## src/rtl/uart_config_master.sv

```systemverilog
// UART configuration master: writes the parity and/or stop-bit registers over a
// valid/ready config bus, with a drop-low ready acknowledge and a per-state timeout.
module uart_config_master #(
    parameter int                           WIDTH_CONFIG_ADDR = 4,
    parameter int                           WIDTH_CONFIG_DATA = 8,
    parameter logic [WIDTH_CONFIG_ADDR-1:0] UART_PARITY_ADDR  = 4'b0101,
    parameter logic [WIDTH_CONFIG_ADDR-1:0] UART_STOP_ADDR    = 4'b0110,
    parameter int                           TIMEOUT           = 16
) (
    input  logic                         clk,
    input  logic                         rst,
    input  logic                         start,
    input  logic                         wr_parity,
    input  logic                         wr_stop,
    input  logic [1:0]                   parity_mode,
    input  logic                         stop_mode,
    output logic                         busy,
    output logic                         done,
    output logic                         error,
    output logic [WIDTH_CONFIG_ADDR-1:0] c_addr,
    output logic [WIDTH_CONFIG_DATA-1:0] c_data,
    output logic                         c_valid,
    input  logic                         c_ready
);

    localparam int CW = $clog2(TIMEOUT + 1);

    typedef enum logic [2:0] {
        IDLE, PAR_REQ, PAR_WAIT, STOP_REQ, STOP_WAIT, FIN
    } state_t;

    state_t                       state, next_state;
    logic [CW-1:0]                cnt;
    logic                         prev_ready;
    logic                         lat_wp, lat_ws, lat_sm;
    logic [1:0]                   lat_pm;
    logic                         eff_wp, eff_ws, eff_sm;
    logic [1:0]                   eff_pm;
    logic                         in_req, ack, timed_out, next_err;
    logic                         busy_d, done_d, error_d, valid_d;
    logic [WIDTH_CONFIG_ADDR-1:0] addr_d;
    logic [WIDTH_CONFIG_DATA-1:0] data_d;

    // In IDLE the decision is made on the live inputs (they are being latched on
    // the same edge); everywhere else only the latched copy may be used.
    assign eff_wp = (state == IDLE) ? wr_parity   : lat_wp;
    assign eff_ws = (state == IDLE) ? wr_stop     : lat_ws;
    assign eff_pm = (state == IDLE) ? parity_mode : lat_pm;
    assign eff_sm = (state == IDLE) ? stop_mode   : lat_sm;

    assign in_req    = (state == PAR_REQ) || (state == STOP_REQ);
    // cnt is cleared on entry, so cnt != 0 means the previous cycle was this same REQ.
    assign ack       = in_req && !c_ready && prev_ready && (cnt != '0);
    assign timed_out = (cnt == CW'(TIMEOUT - 1));

    always_ff @(posedge clk or negedge rst) begin
        // NOTE: sequential state uses non-blocking assignments so every register
        // samples the pre-edge values regardless of statement order.
        if (!rst) begin
            state      <= IDLE;
            cnt        <= '0;
            prev_ready <= 1'b0;
            lat_wp     <= 1'b0;
            lat_ws     <= 1'b0;
            lat_pm     <= 2'b00;
            lat_sm     <= 1'b0;
            busy       <= 1'b0;
            done       <= 1'b0;
            error      <= 1'b0;
            c_valid    <= 1'b0;
            c_addr     <= '0;
            c_data     <= '0;
        end else begin
            state      <= next_state;
            prev_ready <= c_ready;
            if (next_state != state)
                cnt <= '0;
            else if (state != IDLE && state != FIN)
                cnt <= cnt + CW'(1);
            if (state == IDLE && start) begin
                lat_wp <= wr_parity;
                lat_ws <= wr_stop;
                lat_pm <= parity_mode;
                lat_sm <= stop_mode;
            end
            busy    <= busy_d;
            done    <= done_d;
            error   <= error_d;
            c_valid <= valid_d;
            c_addr  <= addr_d;
            c_data  <= data_d;
        end
    end

    always_comb begin
        // NOTE: defaults first so every path assigns every signal and no latch is inferred.
        next_state = state;
        next_err   = 1'b0;
        unique case (state)
            IDLE: begin
                if (start) begin
                    if (eff_wp) begin
                        if (eff_pm == 2'b01) begin
                            next_state = FIN;
                            next_err   = 1'b1;
                        end else begin
                            next_state = PAR_REQ;
                        end
                    end else if (eff_ws) begin
                        next_state = STOP_REQ;
                    end else begin
                        next_state = FIN;
                    end
                end
            end
            PAR_REQ, STOP_REQ: begin
                if (ack)
                    next_state = (state == PAR_REQ) ? PAR_WAIT : STOP_WAIT;
                else if (timed_out) begin
                    next_state = FIN;
                    next_err   = 1'b1;
                end
            end
            PAR_WAIT, STOP_WAIT: begin
                if (c_ready)
                    next_state = (state == PAR_WAIT && lat_ws) ? STOP_REQ : FIN;
                else if (timed_out) begin
                    next_state = FIN;
                    next_err   = 1'b1;
                end
            end
            FIN:     next_state = IDLE;
            default: next_state = IDLE;
        endcase
    end

    // Outputs are registered from next_state so they line up with the state itself.
    always_comb begin
        busy_d  = (next_state != IDLE) && (next_state != FIN);
        done_d  = (next_state == FIN);
        error_d = next_err;
        valid_d = (next_state == PAR_REQ) || (next_state == STOP_REQ);
        addr_d  = c_addr;
        data_d  = c_data;
        if (next_state == PAR_REQ) begin
            addr_d = UART_PARITY_ADDR;
            data_d = WIDTH_CONFIG_DATA'(eff_pm);
        end else if (next_state == STOP_REQ) begin
            addr_d = UART_STOP_ADDR;
            data_d = WIDTH_CONFIG_DATA'(eff_sm);
        end
    end

endmodule
```

## config.mk

```make
export PLATFORM = sky130hd
export DESIGN_NAME = uart_config_master
export DESIGN_NICKNAME = d
export VERILOG_FILES = /design/src/rtl/uart_config_master.sv
export SDC_FILE = /design/constraint.sdc
export NUM_CORES = 1
export LEC_CHECK = 0
export CORE_MARGIN = 2
export CORE_UTILIZATION = 45
export CTS_CLUSTER_DIAMETER = 30
export DETAILED_ROUTE_END_ITERATION = 8
export PLACE_DENSITY = 0.74
export RECOVER_POWER = 100
export SLEW_MARGIN = 20
export SYNTH_ARGS = -nofsm -noshare
export SYNTH_HDL_FRONTEND = slang
export SYNTH_SLANG_ARGS = --single-unit
export TNS_END_PERCENT = 30
```

## constraint.sdc

```tcl
create_clock -name clk -period 7.19 [get_ports clk]
set_input_delay 2.157 -clock clk [delete_from_list [all_inputs] [get_ports clk]]
set_output_delay 2.157 -clock clk [all_outputs]
set_load 0.005 [all_outputs]
```

==> flow_summary.html, run 1 <==
<table>
<tr><th>Metric</th><th>Value</th></tr>
<tr><th colspan="2">Yosys</th></tr>
<tr><td>Netlist cell types</td><td>40</td></tr>
<tr><td>Proportion of synthesized flip-flops having asynchronous set or reset</td><td>1.00</td></tr>
<tr><td>Cell area after synthesis</td><td>1250 um2</td></tr>
<tr><td>Average instance area after synthesis</td><td>about 11 um2</td></tr>
<tr><td>Main synth FF type</td><td>sky130_fd_sc_hd__dfrtp_1</td></tr>
<tr><td>Post-synthesis sequential area ratio</td><td>0.440</td></tr>
<tr><td>Synth Warn #</td><td>0</td></tr>
<tr><td>Number of enable flip-flop cells after synthesis</td><td>0</td></tr>
<tr><td>Number of flip-flops and latches in the synthesized netlist</td><td>22</td></tr>
<tr><td>Gate Count Post-Synth</td><td>116</td></tr>
<tr><th colspan="2">Setup path</th></tr>
<tr><td>Endpoint arrival time on the critical path</td><td>~4.8 ns</td></tr>
<tr><td>CP max-delay cell</td><td>sky130_fd_sc_hd__a311oi_1</td></tr>
<tr><td>Largest delay contributor family on the critical path</td><td>compound AO/OA/AOI/OAI gates</td></tr>
<tr><td>Highest net fanout along the worst path</td><td>6</td></tr>
<tr><td>Cells traversed along the worst timing path</td><td>dlygate4sd3_1, a311oi_1, mux2i_1, o221ai_4, nor2b_1, mux2_2</td></tr>
<tr><td>Setup CP Type</td><td>input port to flop</td></tr>
<tr><td>Worst path bufs/invs</td><td>1</td></tr>
<tr><td>Worst setup EP type</td><td>flop</td></tr>
<tr><td>Worst Setup Start Kind</td><td>input port</td></tr>
<tr><td>Max stage delay on crit path</td><td>0.68 ns</td></tr>
<tr><td>Data required, critical path</td><td>7.40 ns</td></tr>
<tr><th colspan="2">Floorplanning</th></tr>
<tr><td>Core region area</td><td>2710 um2</td></tr>
<tr><td>Die Footprint</td><td>approximately 3200 um2</td></tr>
<tr><td>Overall die width</td><td>roughly 57 um</td></tr>
<tr><td>Initial standard-cell utilization of the core</td><td>0.462</td></tr>
<tr><td>Placement Rows</td><td>19</td></tr>
<tr><td>Boundary Pins</td><td>25</td></tr>
<tr><td>Chip Height</td><td>approximately 57 um</td></tr>
<tr><th colspan="2">Clock network</th></tr>
<tr><td>CTS tree</td><td>done</td></tr>
<tr><td># resized after CTS</td><td>0</td></tr>
<tr><td>Inserted Clock Buffers</td><td>3</td></tr>
<tr><td>Hold buffer count at CTS</td><td>0</td></tr>
<tr><td>Worst-skew pair later-pin latency</td><td>0.31 ns</td></tr>
<tr><td>Clk sinks</td><td>22</td></tr>
<tr><td>Register clock-pin slew on the reported worst setup and hold paths</td><td>approximately 0.12 ns</td></tr>
<tr><td>Root buffer selected by CTS</td><td>sky130_fd_sc_hd__clkbuf_4</td></tr>
<tr><td>Max Buffers Root-to-Sink</td><td>2</td></tr>
<tr><td>CTS H-tree depth</td><td>1</td></tr>
<tr><td>Post-CTS setup buffer count</td><td>0</td></tr>
<tr><th colspan="2">Global route</th></tr>
<tr><td>Total grt overflow</td><td>0</td></tr>
<tr><td>Initial antenna violation count</td><td>0</td></tr>
<tr><td>Number of global-route vias before repair</td><td>around 900</td></tr>
<tr><td>Wire length of the first global-routing pass</td><td>3.95 mm</td></tr>
<tr><td>GRT Overall Usage</td><td>0.157</td></tr>
<tr><td>Largest net degree at the start of global routing</td><td>23</td></tr>
<tr><th colspan="2">Timing</th></tr>
<tr><td>Count of final hold-check violations</td><td>0</td></tr>
<tr><td>Headroom to the max-slew limit</td><td>0.219</td></tr>
<tr><td>Crit path time final</td><td>between 4 and 5 ns</td></tr>
<tr><td>Final worst path period share</td><td>0.634</td></tr>
<tr><td>Setup TNS</td><td>0 ns</td></tr>
<tr><td>Fmax</td><td>roughly 220 MHz</td></tr>
<tr><td>WHS</td><td>0.496 ns</td></tr>
<tr><td>Transition time at the pin with the least slew margin</td><td>~1.2 ns</td></tr>
<tr><td>Number of setup violations in the final report</td><td>0</td></tr>
<tr><td>Final critical-path setup slack</td><td>around 2.6 ns</td></tr>
<tr><td>Final clock skew</td><td>0.00855 ns</td></tr>
<tr><td>Number of pins exceeding their max-slew limit in the final report</td><td>0</td></tr>
<tr><td>Setup repair after global routing missed its margin</td><td>false</td></tr>
<tr><th colspan="2">Route</th></tr>
<tr><td>Starting DRC count in detailed routing</td><td>14</td></tr>
<tr><td>Drt pass-1 iters</td><td>4</td></tr>
<tr><td>Sum of routed wire length over all layers</td><td>approximately 2.2 mm</td></tr>
<tr><td>DRC violations left</td><td>0</td></tr>
<tr><td>Avg Vias per Cell</td><td>~5.4</td></tr>
<tr><td>Routed wire length per instance</td><td>13.4 um</td></tr>
<tr><td>Routed vias</td><td>between 800 and 900</td></tr>
<tr><td>Detail Route Antenna Nets</td><td>0</td></tr>
<tr><th colspan="2">Place</th></tr>
<tr><td>DP Worst Slack</td><td>approximately 2.8 ns</td></tr>
<tr><td>Routability cong.</td><td>slightly above 1</td></tr>
<tr><td>Buffers on Ports</td><td>17</td></tr>
<tr><td>Area after DPL</td><td>1410 um2</td></tr>
<tr><td>HPWL reported at the end of detailed placement</td><td>1.67 mm</td></tr>
<tr><th colspan="2">Pwr</th></tr>
<tr><td>Total power</td><td>between 0.5 and 0.6 mW</td></tr>
<tr><td>Sequential group share of total power</td><td>0.371</td></tr>
<tr><td>Comb pwr share</td><td>0.463</td></tr>
<tr><td>Switching portion of total power</td><td>0.371</td></tr>
<tr><td>Psw</td><td>0.209 mW</td></tr>
<tr><td>Leakage component of the power</td><td>around 0.6 nW</td></tr>
<tr><td>Cell Int Power</td><td>between 0.3 and 0.4 mW</td></tr>
<tr><td>Total power density per cell area</td><td>approximately 400 nW/um2</td></tr>
<tr><td>Clock power frac</td><td>0.166</td></tr>
<tr><td>Worst voltage drop across the vdd grid</td><td>between 0.0002 and 0.00025 V</td></tr>
<tr><th colspan="2">Finish</th></tr>
<tr><td>Nets</td><td>roughly 150</td></tr>
<tr><td>Layout Area Growth over Synthesis</td><td>12.3%</td></tr>
<tr><td>Final standard cell area without fillers</td><td>1410 um2</td></tr>
<tr><td>Antenna Diode Count</td><td>0</td></tr>
<tr><td>Layout cells sized above 1</td><td>0.114</td></tr>
<tr><th colspan="2">Min path</th></tr>
<tr><td>Path type of the worst min-delay path</td><td>flop to flop</td></tr>
<tr><th colspan="2">Status</th></tr>
<tr><td>Status</td><td>complete, no violations</td></tr>
<tr><th colspan="2">Job</th></tr>
<tr><td>Max-cap viol count</td><td>0</td></tr>
</table>
path summary, 6_finish.rpt:
kind / start / end / slack [ns] / cells after the start
min: c_addr[2] / c_addr[2] / 0.50 / 1
max: c_ready / c_addr[1] / 2.63 / 6
max reg2reg: cnt[0] / c_addr[1] / 4.37 / 7
min reg2reg: c_addr[2] / c_addr[2] / 0.50 / 1
max in group asynchronous: rst / cnt[2] / 4.46 / 1
min in group asynchronous: rst / lat_pm[1] / 2.04 / 1
per-stage QoR:
stage	std cells	utilization
3_5_place_dp	159	0.519
6_report	163	0.519
4_1_cts	163	0.539
2_1_floorplan	122	-
3_3_place_gp	159	0.519
5_1_grt	163	0.519
placed cells by master (no fill, tap or decap), drive strengths merged, types with 2 or more instances in the layout:
master,n
nand2b,3
mux2i,7
nor2b,3
or2,2
a21oi,6
dfrtp,22
o22ai,2
ha,3
nand3,2
inv,6
conb,7
clkbuf,4
mux2,7
dlygate4sd3,11
nor2,14
xnor2,3
nand2,5
clkdlybuf4s50,5
o21ai,2
Yosys cell counts, drive strengths merged (2+ instances only):
cell	instances	area, um2
or2	2	12.5
ha	3	37.5
a21oi	6	30.0
nand2	5	18.8
o21ai	2	10.0
xnor2	3	26.3
nand2b	3	18.8
nor2b	3	21.3
mux2	7	90.1
dfrtp	22	551
buf	9	68.8
inv	6	22.5
mux2i	7	70.1
clkbuf	2	7.51
nand3	2	10.0
nor2	14	55.1
o22ai	2	12.5
cell families after synthesis:
group           Yosys count  share of synthesized area
simple gates             35                      0.155
flops                    22                      0.440
compound gates           20                      0.138
buf+inv                  17                     0.0789
mux                      14                      0.128
xor+xnor                  4                     0.0280
fa+ha+maj                 3                     0.0300
other cells               1                    0.00299
power by group through the flow:
stage	registers [mW]	logic (mW)	clock network [mW]
global route	0.217	0.294	0.102
floorplan	0.193	0.251	0
finish	0.209	0.261	0.0938
global placement	0.213	0.288	0
detailed placement	0.216	0.296	0
CTS	0.214	0.299	0.0966
final cells by class:
class / instances / area [um2]
Fill cell: 266 / 1300
Multi-Input combinational cell: 83 / 578
Sequential cell: 22 / 551
Timing Repair Buffer: 17 / 164
Tap cell: 31 / 38.8
Clock inverter: 1 / 30.0
Clock buffer: 3 / 22.5
Inverter: 6 / 22.5
metal layers:
layer	track usage	share of wire
met3	0.0138	0.027
met1	0.204	0.45
met2	0.262	0.51
met5	0	0
met4	0.0764	0.016
state kept, by name (all words and copies together), names as in the netlist:
signal,count
c_valid,1
error,1
c_data,2
lat_sm,1
c_addr,3
prev_ready,1
state,3
done,1
cnt,5
lat_pm,2
lat_ws,1
busy,1
(Power assumes the default switching activity.)
==> run 2: changes to the inputs <==
--- a/config.mk
+++ b/config.mk
@@ -9,7 +9,7 @@
 export CORE_UTILIZATION = 45
 export CTS_CLUSTER_DIAMETER = 30
 export DETAILED_ROUTE_END_ITERATION = 8
-export PLACE_DENSITY = 0.74
+export PLACE_DENSITY = 0.77
 export RECOVER_POWER = 100
 export SLEW_MARGIN = 20
 export SYNTH_ARGS = -nofsm -noshare
==> constraint.sdc (replaced) <==
create_clock -name clk -period 4.1 [get_ports clk]
set_input_delay 1.23 -clock clk [delete_from_list [all_inputs] [get_ports clk]]
set_output_delay 1.23 -clock clk [all_outputs]
set_load 0.005 [all_outputs]
==> flow_summary.html, run 2 (synthesis results as in run 1) <==
<table>
<tr><th>Metric</th><th>Value</th></tr>
<tr><th colspan="2">Setup path</th></tr>
<tr><td>Largest delay contributor family on the critical path</td><td>simple AND/OR/NAND/NOR gates</td></tr>
<tr><td>Data required, critical path</td><td>about 4.3 ns</td></tr>
<tr><td>Depth of the worst register-to-register path</td><td>6</td></tr>
<tr><td>Max stage delay on crit path</td><td>1.02 ns</td></tr>
<tr><td>CP max-delay cell</td><td>sky130_fd_sc_hd__nor4b_1</td></tr>
<tr><td>Startpoint of the worst-slack reg-to-reg timing path</td><td>state[2]</td></tr>
<tr><td>Endpoint arrival time on the critical path</td><td>3.73 ns</td></tr>
<tr><td>Setup CP Type</td><td>input port to flop</td></tr>
<tr><td>Worst Setup Start Kind</td><td>input port</td></tr>
<tr><td>Cells traversed along the worst timing path</td><td>clkdlybuf4s50_1, nor4b_1, nand3b_1, o31ai_1, a311o_2, nor2_1, mux2_1</td></tr>
<tr><td>Highest net fanout along the worst path</td><td>6</td></tr>
<tr><td>Worst r2r dst</td><td>c_data[1]</td></tr>
<tr><td>Worst path bufs/invs</td><td>1</td></tr>
<tr><td>Worst setup EP type</td><td>flop</td></tr>
<tr><td>Register-to-register path setup slack</td><td>1.40 ns</td></tr>
<tr><th colspan="2">Clock network</th></tr>
<tr><td># resized after CTS</td><td>0</td></tr>
<tr><td>Root buffer selected by CTS</td><td>sky130_fd_sc_hd__clkbuf_4</td></tr>
<tr><td>CTS H-tree depth</td><td>1</td></tr>
<tr><td>Max Buffers Root-to-Sink</td><td>2</td></tr>
<tr><td>Hold buffer count at CTS</td><td>0</td></tr>
<tr><td>CTS tree</td><td>done</td></tr>
<tr><td>Inserted Clock Buffers</td><td>3</td></tr>
<tr><td>Register clock-pin slew on the reported worst setup and hold paths</td><td>about 0.13 ns</td></tr>
<tr><td>Post-CTS setup buffer count</td><td>0</td></tr>
<tr><td>Worst-skew pair later-pin latency</td><td>approximately 0.30 ns</td></tr>
<tr><td>Clk sinks</td><td>22</td></tr>
<tr><th colspan="2">Min path</th></tr>
<tr><td>Hold depth</td><td>1</td></tr>
<tr><td>Path type of the worst min-delay path</td><td>flop to flop</td></tr>
<tr><td>Min-Delay Startpoint</td><td>c_addr[2]</td></tr>
<tr><td>Terminating pin of the worst hold path</td><td>c_addr[2]</td></tr>
<tr><th colspan="2">Finish</th></tr>
<tr><td>Layout Area Growth over Synthesis</td><td>11.6%</td></tr>
<tr><td>Layout cells sized above 1</td><td>0.121</td></tr>
<tr><td>Antenna Diode Count</td><td>0</td></tr>
<tr><td>Final core utilization</td><td>0.516</td></tr>
<tr><td>Largest registers in the final layout</td><td>cnt x5, c_addr x3, state x3</td></tr>
<tr><td>Nets</td><td>approximately 150</td></tr>
<tr><td>Max reg flops</td><td>5</td></tr>
<tr><td>Commonest non-fill, non-tap cells in the layout</td><td>sky130_fd_sc_hd__dfrtp_1, sky130_fd_sc_hd__nor2_1, sky130_fd_sc_hd__dlygate4sd3_1</td></tr>
<tr><td>Top register by number of flip-flops</td><td>cnt</td></tr>
<tr><td>Final standard cell area without fillers</td><td>1400 um2</td></tr>
<tr><td>Non-Filler Instances</td><td>between 150 and 200</td></tr>
<tr><td>Leading cell type in the layout, fill and taps excluded</td><td>sky130_fd_sc_hd__dfrtp_1</td></tr>
<tr><td>Fill cell instance count of the final layout</td><td>between 200 and 250</td></tr>
<tr><th colspan="2">Timing</th></tr>
<tr><td>Final worst path period share</td><td>0.861</td></tr>
<tr><td>Headroom to the max-slew limit</td><td>0.151</td></tr>
<tr><td>Crit path time final</td><td>about 3.5 ns</td></tr>
<tr><td>Count of final hold-check violations</td><td>0</td></tr>
<tr><td>Setup TNS</td><td>0 ns</td></tr>
<tr><td>Number of pins exceeding their max-slew limit in the final report</td><td>0</td></tr>
<tr><td>Fmax</td><td>283 MHz</td></tr>
<tr><td>Number of setup violations in the final report</td><td>0</td></tr>
<tr><td>Final clock skew</td><td>0.0145 ns</td></tr>
<tr><td>Setup repair after global routing missed its margin</td><td>false</td></tr>
<tr><td>Transition time at the pin with the least slew margin</td><td>around 1.3 ns</td></tr>
<tr><th colspan="2">Pwr</th></tr>
<tr><td>Worst voltage drop across the vdd grid</td><td>approximately 0.00044 V</td></tr>
<tr><td>Leakage component of the power</td><td>around 0.6 nW</td></tr>
<tr><td>Total power density per cell area</td><td>between 600 and 700 nW/um2</td></tr>
<tr><th colspan="2">Route</th></tr>
<tr><td>Routed wire length per instance</td><td>between 10 and 15 um</td></tr>
<tr><td>Detail Route Antenna Nets</td><td>0</td></tr>
<tr><td>Routed vias</td><td>approximately 900</td></tr>
<tr><td>Sum of routed wire length over all layers</td><td>about 2.3 mm</td></tr>
<tr><td>Starting DRC count in detailed routing</td><td>18</td></tr>
<tr><td>DRC violations left</td><td>0</td></tr>
<tr><td>Drt pass-1 iters</td><td>4</td></tr>
<tr><td>Avg Vias per Cell</td><td>approximately 5.4</td></tr>
<tr><th colspan="2">Global route</th></tr>
<tr><td>Number of global-route vias before repair</td><td>~850</td></tr>
<tr><td>Initial antenna violation count</td><td>0</td></tr>
<tr><td>Largest net degree at the start of global routing</td><td>23</td></tr>
<tr><td>Wire length of the first global-routing pass</td><td>3.99 mm</td></tr>
<tr><td>GRT Overall Usage</td><td>0.158</td></tr>
<tr><td>Total grt overflow</td><td>0</td></tr>
<tr><th colspan="2">Place</th></tr>
<tr><td>Routability cong.</td><td>a little over 0.9</td></tr>
<tr><td>Area after DPL</td><td>~1400 um2</td></tr>
<tr><td>HPWL reported at the end of detailed placement</td><td>about 1.7 mm</td></tr>
<tr><td>Cell Count Post-Placement</td><td>159</td></tr>
<tr><td>Buffers on Ports</td><td>17</td></tr>
<tr><th colspan="2">Floorplanning</th></tr>
<tr><td>Chip Height</td><td>about 57 um</td></tr>
<tr><td>Overall die width</td><td>56.8 um</td></tr>
<tr><td>Die Footprint</td><td>around 3200 um2</td></tr>
<tr><td>Initial standard-cell utilization of the core</td><td>0.462</td></tr>
<tr><td>Core region area</td><td>2710 um2</td></tr>
<tr><td>Placement Rows</td><td>19</td></tr>
<tr><td>Boundary Pins</td><td>25</td></tr>
<tr><th colspan="2">Job</th></tr>
<tr><td>Max-cap viol count</td><td>0</td></tr>
<tr><th colspan="2">Status</th></tr>
<tr><td>Status</td><td>complete, no violations</td></tr>
</table>
## run 2: stage by stage
step / power [mW] / worst slack [ns] / hold WS, ns
floorplan: 0.778 / 1.46 / 0.465
global placement: 0.884 / 0.764 / 0.459
detailed placement: 0.903 / 0.697 / 0.458
CTS: 1.02 / 1.03 / 0.485
global route: 1.04 / 0.466 / 0.490
finish: 0.963 / 0.569 / 0.475
## run 2: power by group
group	internal, mW	total (mW)	switching [mW]
clock network	0.0541	0.116	0.0623
registers	0.296	0.370	0.0734
logic	0.238	0.477	0.239
## run 2: layout make-up
cell class / count / area (um2) / area share
multi-input combinational: 83 / 586 / 0.419
sequential: 22 / 551 / 0.394
timing repair buffer: 17 / 164 / 0.117
tap: 31 / 38.8 / 0.0278
clock buffer: 4 / 36.3 / 0.0260
inverter: 6 / 22.5 / 0.0161
## run 2: how the worst max path moves through the flow
stage,start,end,depth (start not counted)
global route,start,c_data[1],7
floorplan,c_ready,c_addr[1],6
detailed placement,c_ready,c_addr[1],6
finish,start,c_data[1],7
global placement,c_ready,c_data[0],6
CTS,c_ready,c_addr[1],6
## run 2: layer usage
metal  vias to the layer above  global-route usage  share of wire
met3                         2              0.0253          0.038
met2                        25               0.267           0.48
li1                        422                   -              -
met1                       425               0.211           0.47
met5                         -                   0              0
met4                         0              0.0399         0.0070
